File: src/rtl/iir_coe_pkg.sv
// Shared types and constants for the IIR coefficient loader.
// Holds the coefficient width, the bank size, the reset coefficient set and the FSM states.
package iir_coe_pkg;

  localparam int unsigned CW   = 17;
  localparam int unsigned NCOE = 6;

  typedef logic signed [CW-1:0] coe_t;

  // Reset coefficient set, Q2.15. It must match the filter's own reset set.
  localparam coe_t COE_DEF_B0 = 17'sd32768;
  localparam coe_t COE_DEF_B1 = -17'sd58935;
  localparam coe_t COE_DEF_B2 = 17'sd30050;

  typedef enum logic [2:0] {
    StIdle,
    StHdr,
    StCoef,
    StGapw,
    StCommit,
    StDone
  } coe_state_e;

  function automatic coe_t coe_default(input int unsigned idx);
    case (idx)
      0, 3:    return COE_DEF_B0;
      1, 4:    return COE_DEF_B1;
      default: return COE_DEF_B2;
    endcase
  endfunction

endpackage

File: src/rtl/iir_coe_bank.sv
// Coefficient bank register file, plus the snapshot register that feeds the frame being sent.
// A write and a snapshot in the same cycle put the pre-write value into the snapshot.
module iir_coe_bank
  import iir_coe_pkg::*;
(
  input  logic                i_clk,
  input  logic                i_rst_n,
  input  logic                i_wr_en,
  input  logic [2:0]          i_wr_addr,
  input  logic signed [CW-1:0] i_wr_data,
  input  logic                i_snap_ld,
  output coe_t                o_snap [NCOE]
);

  coe_t r_bank [NCOE];
  coe_t r_snap [NCOE];

  always_ff @(posedge i_clk or negedge i_rst_n) begin
    if (!i_rst_n) begin
      for (int unsigned i = 0; i < NCOE; i++) begin
        r_bank[i] <= coe_default(i);
        r_snap[i] <= coe_default(i);
      end
    end else begin
      if (i_wr_en && (i_wr_addr < 3'(NCOE))) begin
        r_bank[i_wr_addr] <= i_wr_data;
      end
      if (i_snap_ld) begin
        r_snap <= r_bank;
      end
    end
  end

  assign o_snap = r_snap;

endmodule

File: src/rtl/iir_coe_loader.sv
// Sends the coefficient bank to the IIR filter as one atomic 7-beat frame on coe/coe_en.
// When IIR_COE_AUTOLOAD_EN is defined, one frame starts by itself on the first clock after reset.
module iir_coe_loader
  import iir_coe_pkg::*;
#(
  parameter int unsigned GAP = 0
) (
  input  logic                 i_clk,
  input  logic                 i_rst_n,
  input  logic                 i_wr_en,
  input  logic [2:0]           i_wr_addr,
  input  logic signed [CW-1:0] i_wr_data,
  input  logic                 i_start,
  output logic                 o_busy,
  output logic                 o_done,
  output logic                 o_wr_drop,
  output logic signed [CW-1:0] o_coe,
  output logic                 o_coe_en
);

  localparam int unsigned GW = (GAP > 1) ? $clog2(GAP) : 1;

  coe_state_e      r_state, w_state_d;
  logic [2:0]      r_idx, w_idx_d;
  logic [GW-1:0]   r_gap_cnt, w_gap_d;
  coe_t            r_coe, w_coe_d;
  logic            r_coe_en, r_busy, r_done, r_wr_drop;
  logic            w_go, w_snap_ld, w_wr_acc;
  coe_t            w_snap [NCOE];

`ifdef IIR_COE_AUTOLOAD_EN
  logic r_boot;
  always_ff @(posedge i_clk or negedge i_rst_n) begin
    if (!i_rst_n) r_boot <= 1'b1;
    else          r_boot <= 1'b0;
  end
  assign w_go = i_start | r_boot;
`else
  assign w_go = i_start;
`endif

  assign w_wr_acc = i_wr_en && (r_state == StIdle);

  iir_coe_bank u_bank (
    .i_clk     (i_clk),
    .i_rst_n   (i_rst_n),
    .i_wr_en   (w_wr_acc),
    .i_wr_addr (i_wr_addr),
    .i_wr_data (i_wr_data),
    .i_snap_ld (w_snap_ld),
    .o_snap    (w_snap)
  );

  always_comb begin
    w_state_d = r_state;
    w_idx_d   = r_idx;
    w_gap_d   = r_gap_cnt;
    w_snap_ld = 1'b0;
    unique case (r_state)
      StIdle: begin
        if (w_go) begin
          w_state_d = StHdr;
          w_snap_ld = 1'b1;
        end
      end
      StHdr: begin
        w_idx_d   = '0;
        w_gap_d   = '0;
        w_state_d = (GAP > 0) ? StGapw : StCoef;
      end
      StCoef: begin
        if (r_idx == 3'(NCOE - 1)) begin
          w_state_d = StCommit;
        end else begin
          w_idx_d   = r_idx + 3'd1;
          w_state_d = (GAP > 0) ? StGapw : StCoef;
        end
      end
      StGapw: begin
        if (r_gap_cnt == GW'(GAP - 1)) begin
          w_gap_d   = '0;
          w_state_d = StCoef;
        end else begin
          w_gap_d = r_gap_cnt + 1'b1;
        end
      end
      StCommit: w_state_d = StDone;
      StDone:   w_state_d = StIdle;
      default:  w_state_d = StIdle;
    endcase

    // Outputs are registered from the next state; coe holds its last beat between beats.
    w_coe_d = r_coe;
    if (w_state_d == StHdr) begin
      w_coe_d = '0;
    end else if (w_state_d == StCoef) begin
      w_coe_d = w_snap[w_idx_d];
    end
  end

  always_ff @(posedge i_clk or negedge i_rst_n) begin
    if (!i_rst_n) begin
      r_state   <= StIdle;
      r_idx     <= '0;
      r_gap_cnt <= '0;
      r_coe     <= '0;
      r_coe_en  <= 1'b0;
      r_busy    <= 1'b0;
      r_done    <= 1'b0;
      r_wr_drop <= 1'b0;
    end else begin
      r_state   <= w_state_d;
      r_idx     <= w_idx_d;
      r_gap_cnt <= w_gap_d;
      r_coe     <= w_coe_d;
      r_coe_en  <= (w_state_d == StHdr) || (w_state_d == StCoef);
      r_busy    <= (w_state_d != StIdle);
      r_done    <= (w_state_d == StDone);
      r_wr_drop <= i_wr_en && (r_state != StIdle);
    end
  end

  assign o_coe     = r_coe;
  assign o_coe_en  = r_coe_en;
  assign o_busy    = r_busy;
  assign o_done    = r_done;
  assign o_wr_drop = r_wr_drop;

endmodule

File: config.mk
export PLATFORM = sky130hd
export DESIGN_NAME = iir_coe_loader
export DESIGN_NICKNAME = d
export VERILOG_FILES = /design/src/rtl/iir_coe_pkg.sv /design/src/rtl/iir_coe_bank.sv /design/src/rtl/iir_coe_loader.sv
export SDC_FILE = /design/constraint.sdc
export NUM_CORES = 1
export LEC_CHECK = 0
export CORE_AREA = 10 10 137 139
export DETAILED_ROUTE_END_ITERATION = 7
export DIE_AREA = 0 0 147 149
export PLACE_DENSITY_LB_ADDON = 0.3
export SLEW_MARGIN = 10
export SYNTH_ARGS = -nofsm -noshare
export SYNTH_HDL_FRONTEND = slang
export SYNTH_HIERARCHICAL = 1
export SYNTH_SLANG_ARGS = --single-unit
File: constraint.sdc
create_clock -name i_clk -period 7.2 [get_ports i_clk]
set_clock_uncertainty 0.15 [all_clocks]
set_input_delay 1.44 -clock i_clk [delete_from_list [all_inputs] [get_ports i_clk]]
set_output_delay 1.44 -clock i_clk [all_outputs]
set_load 0.02 [all_outputs]
==> results of run 1 <==
-- registers in the layout, indices dropped and copies added, names as in the netlist --
| name | count |
|---|---|
| o_wr_drop | 1 |
| r_gap_cnt | 1 |
| o_busy | 1 |
| u_bank/r_bank | 102 |
| r_idx | 3 |
| u_bank/o_snap | 102 |
| o_done | 1 |
| o_coe_en | 1 |
| r_state | 3 |
| o_coe | 17 |
-- worst reg2reg max path: stages (launching register included) --
cell	delay, ps
dfrtp_1	570
nor3_1	520
and2_4	670
buf_4	760
mux2_2	450
-- power groups by stage --
stage | registers, mW | clock network, mW | logic, mW
global route | 2.37 | 1.22 | 2.19
CTS | 2.30 | 1.16 | 2.04
finish | 2.30 | 1.15 | 2.03
floorplan | 2.14 | 0 | 1.43
detailed placement | 2.31 | 0 | 2.02
global placement | 2.26 | 0 | 1.94
-- cell usage after synthesis (5+ instances only) --
master    number  area [µm²]
buf_6          7        78.8
dfrtp_1      164        4100
a211oi_2       9         113
a21boi_0      31         233
a211oi_1       8        60.1
buf_2         20         100
dfstp_2       68        1790
nand2_1       19        71.3
o211ai_1      25         188
clkbuf_1      17        63.8
o31ai_1       17         128
mux2_2       202        2270
buf_4          5        37.5
and3_1        51         319
o211ai_2      10         125
-- worst paths after layout --
kind / start / endpoint / slack (ps)
hold / removal: r_gap_cnt / r_gap_cnt / 340
hold reg to reg: r_gap_cnt / r_gap_cnt / 340
setup / recovery: i_start / o_coe[16] / 3610
max in group asynchronous: i_rst_n / o_coe[5] / 4710
min in group asynchronous: i_rst_n / o_wr_drop / 690
setup reg to reg: r_state[0] / u_bank/o_snap[77] / 3980
-- per-layer routing --
layer  vias up  wire [µm]  global-route usage [%]
li1       2655          -                       -
met1      3171       9310                    25.2
met2        96      10900                    33.3
met3        29        616                    2.55
met4         0        348                    5.00
met5         -          0                       0
-- cell usage in the layout (no fill, tap or decap), drive strengths merged, types with 10 or more instances in the layout --
cell type | netlist | routed
a211oi | 18 | 18
a21boi | 35 | 35
and3 | 51 | 51
buf | 33 | 10
clkbuf | 17 | 34
clkdlybuf4s50 | 0 | 43
dfrtp | 164 | 164
dfstp | 68 | 68
mux2 | 204 | 204
nand2 | 20 | 20
o211ai | 35 | 35
o31ai | 17 | 17
-- logic make-up after synthesis --
group,count (synthesis),synth area share [%]
AND/OR/NAND/NOR,97,6.42
AO/OA/AOI/OAI,116,9.88
adder cells (fa/ha/maj),2,0.246
flip-flops,232,57.8
multiplexers,205,22.6
buffers and inverters,56,3.01
-- layout make-up --
type                    count  area (µm²)
flip-flops and latches    232        5890
fillers                  1038        4720
well taps                 220         275
clock buffers              34         657
multi-input cells         420        4020
inverters                   6        22.5
clock inverters             8        68.8
repair buffers             53         513
==> flow_summary.yaml, run 1 <==
status:
  outcome: "completed"
clock_tree:
  htree_levels: 1
  postCtsHoldBufs: 0
  cts.clk_slew.worst_paths_ps: 60
  root_buffer: "clkbuf_16"
  clock_sinks: 232
  cts_resized: 0
  clk_latency_ps: 510
  post_cts_buffers: 0
  cts_tree: "yes"
  ctsLongestPathBuffers: 3
  cts_made_buffers: 23
critical_path:
  crit_chain: "clkdlybuf4s50_1 > nor2_1 > o32ai_2 > a2bb2oi_2 > nand2_1 > o211ai_2"
  slowest_stage: "a2bb2oi_2"
  crit_buf_inv: 1
  critPathArrivalTime_ps: 3870
  max_stage_delay_ps: 970
  path_class: "in2reg"
  worst-path-stages: 6
  start_kind: "primary input"
  critPathCaptureType: "register"
  reg2reg_depth: 4
  critical_path.top_delay_family: "compound AO/OA/AOI/OAI gates"
  path_max_fanout: 18
  crit_required_ps: 7480
timing:
  finalSetupTns_ps: 0
  slew-limit-headroom_pct: 17.1
  hold_slack_ps: 340
  worst_slack_ps: 3610
  rsz0062_at_grt: "false"
  fmax_ghz: 0.278
  final-setup-viol-count: 0
  hold_viol: 0
  tightest_slew_ps: 1240
  final.period_utilization_pct: 49.9
  period_minus_slack_ps: 3590
  report.final.slew_viol_count: 0
place:
  globalplace.congestion: 0.765
  port_buffers: 44
  hpwl_mm: 11.8
  dp_cells: 931
  postPlaceCellArea_mm2: 0.0107
  dp_slack_ps: 3090
grt:
  grt_pass1_vias: 6364
  antenna_found_initial: 0
  grt_max_degree: 91
  grt_use_total_pct: 19.2
  grt_pass1_wl_mm: 34.4
  grt_overflow: 0
yosys:
  synth_area_mm2: 0.0102
  synth_cell_types: 51
  ys.flop_type: "dfrtp_1"
  synth-edff-count: 0
  seq_area_frac_synth_pct: 57.8
  synth-seq-cells: 232
  syn_nets: 734
  synth-async-reset-ratio_pct: 100
  synth_area_per_cell_um2: 14.4
  synthCells: 708
  synth_warnings: 6
die:
  dieHeight_um: 149
  fp-row-count: 47
  start_util_pct: 63.0
  die-area_mm2: 0.0219
  core-area_mm2: 0.0162
  ios: 45
  die_width_um: 147
power_and_ir_drop:
  p_sw_mw: 1.89
  power-per-cell-area_mw_per_mm2: 479
  leakagePower_nw: 5.08
  seq_power_share_pct: 42.0
  comb_power_share_pct: 37.0
  clkPwrFrac_pct: 20.9
  switching_share_pct: 34.5
  power.total_mw: 5.48
  intPower_mw: 3.59
  ir_worst_vdd_mv: 0.261
job:
  max_cap_viol_count: 0
finish:
  drive_gt1_share_pct: 47.1
  final_area_mm2: 0.0114
  fin_util_pct: 70.8
  nets: 762
  diodes: 0
  stdcell_count: 973
  area_growth_pct: 12.3
detailed_routing:
  wirelength_mm: 21.2
  dr.pass1.iters: 4
  drc_errors: 0
  wl_per_cell_um: 21.8
  detail-route-antenna-nets: 0
  vias_per_cell: 6.12
  drt_iter0_markers: 370
  vias: 5951
hold_path:
  hold_path_depth: 2
  hold_path.class: "reg2reg"
Power figures use the tool's default switching activity.
==> run 2: changes to the inputs <==
--- a/config.mk
+++ b/config.mk
@@ -5,9 +5,9 @@
 export SDC_FILE = /design/constraint.sdc
 export NUM_CORES = 1
 export LEC_CHECK = 0
-export CORE_AREA = 10 10 137 139
+export CORE_AREA = 10 10 142 144
 export DETAILED_ROUTE_END_ITERATION = 7
-export DIE_AREA = 0 0 147 149
+export DIE_AREA = 0 0 152 154
 export PLACE_DENSITY_LB_ADDON = 0.3
 export SLEW_MARGIN = 10
 export SYNTH_ARGS = -nofsm -noshare
==> constraint.sdc (replaced) <==
create_clock -name i_clk -period 3.6 [get_ports i_clk]
set_clock_uncertainty 0.15 [all_clocks]
set_input_delay 0.72 -clock i_clk [delete_from_list [all_inputs] [get_ports i_clk]]
set_output_delay 0.72 -clock i_clk [all_outputs]
set_load 0.02 [all_outputs]
==> run 2 against run 1 <==
  * Cell count increased by 1.5%
  * Critical path type is now reg2reg
  * Utilization decreased by 3.5 points
  * Clock power increased by 96%
  * First-iteration DRC count decreased by 13%
  * Count of clock-buffer cells in the layout increased by 3
==> flow_summary.yaml, run 2 (same netlist as run 1, synthesis figures left out) <==
die:
  ios: 45
  fp-row-count: 48
  start_util_pct: 59.3
  dieHeight_um: 154
  die_width_um: 152
  core-area_mm2: 0.0172
  die-area_mm2: 0.0234
power_and_ir_drop:
  comb_power_share_pct: 37.4
  ir_worst_vdd_mv: 0.680
  clkPwrFrac_pct: 20.5
  power-per-cell-area_mw_per_mm2: 953
  leakagePower_nw: 5.13
  switching_share_pct: 34.4
  seq_power_share_pct: 42.2
  p_sw_mw: 3.79
  intPower_mw: 7.22
  power.total_mw: 11.0
place:
  postPlaceCellArea_mm2: 0.0108
  hpwl_mm: 13.5
  globalplace.congestion: 0.814
  port_buffers: 44
critical_path:
  path_max_fanout: 35
  slowest_stage: "nor2_4"
  critPathCaptureType: "register"
  start_kind: "register"
  crit_required_ps: 3830
  crit_start: "r_idx[0]"
  critPathArrivalTime_ps: 3590
  r2r_start: "r_idx[0]"
  path_class: "reg2reg"
  crit_chain: "ha_1 > and2_1 > nor4_1 > nor2_4 > inv_2 > o31ai_1 > o211ai_2"
  max_stage_delay_ps: 910
timing:
  report.final.slew_viol_count: 0
  period_minus_slack_ps: 3360
  fmax_ghz: 0.298
  hold_viol: 0
  tightest_slew_ps: 1170
  final-setup-viol-count: 0
  rsz0062_at_grt: "false"
  final.period_utilization_pct: 93.2
  finalSetupTns_ps: 0
  slew-limit-headroom_pct: 22.1
detailed_routing:
  detail-route-antenna-nets: 0
  vias_per_cell: 6.10
  vias: 6030
  dr.pass1.iters: 5
  wirelength_mm: 22.1
  drc_errors: 0
  wl_per_cell_um: 22.4
  drt_iter0_markers: 323
clock_tree:
  ctsLongestPathBuffers: 3
  cts_resized: 0
  clock_sinks: 232
  post_cts_buffers: 0
  cts_made_buffers: 24
  cts_tree: "yes"
  cts.clk_slew.worst_paths_ps: 60
  root_buffer: "clkbuf_16"
  htree_levels: 1
  postCtsHoldBufs: 0
  clk_latency_ps: 510
grt:
  grt_pass1_vias: 6701
  grt_use_total_pct: 18.6
  antenna_found_initial: 0
  grt_overflow: 0
  grt_pass1_wl_mm: 36.4
  grt_max_degree: 96
finish:
  diodes: 0
  final_common_cell: "mux2_2"
  fillers: 1226
  final_area_mm2: 0.0116
  final_cell_mix: "mux2_2, dfrtp_1, dfstp_2"
  area_growth_pct: 13.4
  drive_gt1_share_pct: 47.3
  nets: 771
hold_path:
  hold_path.class: "in2async"
status:
  outcome: "completed"
job:
  max_cap_viol_count: 0
[run 2: cell count changes in the layout (fill, tap and decap cells not counted)]
| cell | delta |
|---|---|
| bufinv_16 | -1 |
| clkinv_2 | +1 |
| inv_6 | -1 |
| buf_4 | +4 |
| clkbuf_1 | +4 |
| clkbuf_8 | -3 |
| buf_12 | +4 |
| clkbuf_16 | +2 |
[run 2: area by class of cell]
| type | count | area [µm²] | share of cell area, % |
|---|---|---|---|
| clock inverter | 7 | 35.0 | 0.303 |
| timing repair buffer | 61 | 623 | 5.39 |
| sequential | 232 | 5890 | 51.0 |
| inverter | 6 | 22.5 | 0.195 |
| multi-input combinational | 420 | 4020 | 34.8 |
| clock buffer | 37 | 681 | 5.89 |
| tap | 225 | 282 | 2.44 |
[run 2: metal layers]
metal  wire length [µm]  global-route usage [%]  vias up
met3                741                    2.62       39
met1               9620                    23.6     3188
met2              11300                    32.4      128
li1                   -                       -     2675
met5                  0                       0        -
met4                490                    5.69        0
[run 2: critical path: cells and delay by family, from the launching register on]
kind / cells / cell delay, ps
compound gates: 2 / 540
fa+ha+maj: 1 / 270
buf+inv: 1 / 470
flops: 1 / 460
simple gates: 3 / 1320
[run 2: power by group through the flow]
stage	Sequential, mW	Combinational (mW)	Clock (mW)
2_1_floorplan	4.27	2.86	0
3_3_place_gp	4.57	3.91	0
3_5_place_dp	4.66	4.10	0
4_1_cts	4.63	4.12	2.30
5_1_grt	4.77	4.45	2.41
6_report	4.64	4.11	2.25
[run 2: per-stage QoR]
step | instances | utilization (%) | hold WS, ps | setup WS, ps
2_1_floorplan | 708 | - | 274 | 1180
3_3_place_gp | 944 | 63.1 | 313 | 486
3_5_place_dp | 944 | 63.1 | 328 | 313
4_1_cts | 988 | 67.3 | 89.9 | 288
5_1_grt | 988 | 67.3 | 105 | 25.5
6_report | 988 | 67.3 | 68.9 | 244
[run 2: path summary, 6_finish.rpt]
path | to | slack (ps) | depth (start not counted)
setup / recovery | o_coe[15] | 240 | 7
hold / removal | u_bank/r_bank[0] | 70 | 1
setup reg to reg | o_coe[15] | 240 | 7
hold reg to reg | r_gap_cnt | 340 | 2
max in group asynchronous | u_bank/r_bank[28] | 2190 | 2
min in group i_clk | r_gap_cnt | 340 | 2
==> run 3: changes to the inputs <==
--- a/config.mk
+++ b/config.mk
@@ -9,6 +9,7 @@
 export DETAILED_ROUTE_END_ITERATION = 7
 export DIE_AREA = 0 0 152 154
 export PLACE_DENSITY_LB_ADDON = 0.3
+export SETUP_SLACK_MARGIN = 0.5
 export SLEW_MARGIN = 10
 export SYNTH_ARGS = -nofsm -noshare
 export SYNTH_HDL_FRONTEND = slang
==> run 3 against run 2 <==
  * Die area stayed put
  * Worst hold slack worse by 18 ps
  * Maximum frequency increased by 15%
  * Highest routed layer unchanged
  * Sequential power barely moved
  * Wire length increased by 2.1%
  * Critical path depth is 2 lower
  * Clock power about the same
  * Final area grew 0.38%
  * Global-route usage grew 0.28 points
  * Largest cell class unchanged
==> flow_summary.yaml, run 3 (same netlist as run 1, synthesis figures left out) <==
power_and_ir_drop:
  power-per-cell-area_mw_per_mm2: 961
  leakagePower_nw: 5.15
  switching_share_pct: 34.7
  intPower_mw: 7.28
  comb_power_share_pct: 38.1
  p_sw_mw: 3.87
  ir_worst_vdd_mv: 0.552
  clkPwrFrac_pct: 20.2
  seq_power_share_pct: 41.7
timing:
  final-setup-viol-count: 0
  worst_slack_ps: 694
  slew-limit-headroom_pct: 23.6
  hold_viol: 0
  final.period_utilization_pct: 80.7
  report.final.slew_viol_count: 0
  fmax_ghz: 0.344
  finalSetupTns_ps: 0
  tightest_slew_ps: 1140
  rsz0062_at_grt: "false"
  period_minus_slack_ps: 2910
grt:
  top_usage_layer: "met2"
  grt_overflow: 0
  grt_max_degree: 96
  grt_pass1_wl_mm: 36.7
  use_met1_pct: 24.0
  met2_usage_pct: 32.5
  antenna_found_initial: 0
  grt_pass1_vias: 6743
  grt_use_total_pct: 18.9
  grt_use_met3_pct: 2.68
place:
  globalplace.congestion: 0.814
  dp_slack_ps: 313
  hpwl_mm: 13.5
  port_buffers: 44
finish:
  final_common_cell: "mux2_2"
  nets: 775
  diodes: 0
  drive_gt1_share_pct: 47.7
  area_growth_pct: 13.8
  fin_util_pct: 67.5
  fillers: 1225
  final_cell_mix: "mux2_2, dfrtp_1, dfstp_2"
critical_path:
  path_max_fanout: 17
  start_kind: "register"
  critPathCaptureType: "register"
  critPathArrivalTime_ps: 3140
  crit_required_ps: 3840
  path_class: "reg2reg"
detailed_routing:
  drt_iter0_markers: 371
  vias_per_cell: 6.13
  vias: 6079
  wl_per_cell_um: 22.8
  dr.pass1.iters: 4
  drc_errors: 0
  wirelength_mm: 22.6
  detail-route-antenna-nets: 0
clock_tree:
  root_buffer: "clkbuf_16"
  cts_made_buffers: 24
  htree_levels: 1
  clock_sinks: 232
  cts.clk_slew.worst_paths_ps: 60
  ctsLongestPathBuffers: 3
  cts_tree: "yes"
  clk_latency_ps: 510
job:
  max_cap_viol_count: 0
hold_path:
  hold_path.class: "in2async"
die:
  dieHeight_um: 154
  ios: 45
  fp-row-count: 48
  start_util_pct: 59.3
  die-area_mm2: 0.0234
  core-area_mm2: 0.0172
  die_width_um: 152
status:
  outcome: "completed"
## run 3: critical path: stages (launching register included)
cell      delay [ps]
dfrtp_1          600
nor3_1           280
buf_4            160
and2_1           250
nand4b_2         760
mux2_2           570
## run 3: final cells by class
class	count	area [µm²]	share of cell area (%)
inverters	6	22.5	0.194
multi-input cells	421	4040	34.9
clock buffers	37	681	5.87
flip-flops and latches	232	5890	50.8
well taps	225	282	2.43
repair buffers	64	646	5.57
clock inverters	7	35.0	0.302
## run 3: per-layer routing
layer,vias up,wire (µm)
met5,-,0
met4,0,579
met3,44,921
met2,143,11500
met1,3213,9610
li1,2679,-
## run 3: power by group through the flow
stage	sequential [mW]	combinational [mW]	clock, mW
after floorplan	4.27	2.86	0
after global placement	4.57	3.91	0
after detailed placement	4.66	4.10	0
after CTS	4.63	4.18	2.30
after global routing	4.78	4.58	2.42
final	4.64	4.24	2.26
## run 3: path summary, 6_finish.rpt
| kind | startpoint | to | slack (ps) | cells past startpoint |
|---|---|---|---|---|
| max reg2reg | r_state[0] | u_bank/r_bank[16] | 690 | 5 |
| min reg2reg | u_bank/r_bank[99] | u_bank/r_bank[99] | 340 | 1 |
| max | r_state[0] | u_bank/r_bank[16] | 690 | 5 |
| min | i_rst_n | u_bank/r_bank[51] | 50 | 1 |
| max in group asynchronous | i_rst_n | u_bank/r_bank[28] | 2180 | 2 |
| min in group i_clk | u_bank/r_bank[99] | u_bank/r_bank[99] | 340 | 1 |
## run 3: through the flow
stage	hold WS [ps]	std cells	total power, mW	area (µm²)
after detailed placement	328	944	8.75	10800
after global routing	120	992	11.8	11600
final	50.7	992	11.1	11600
after global placement	313	944	8.47	10800
after floorplan	274	708	7.13	10200
after CTS	89.9	989	11.1	11600
## run 3: what timing repair did
item,CTS,global route
buffers inserted,0,3
hold buffers,0,0
pin swaps,1,1
resized for setup,1,1
endpoints found under the setup margin,17,10
cloned,1,0
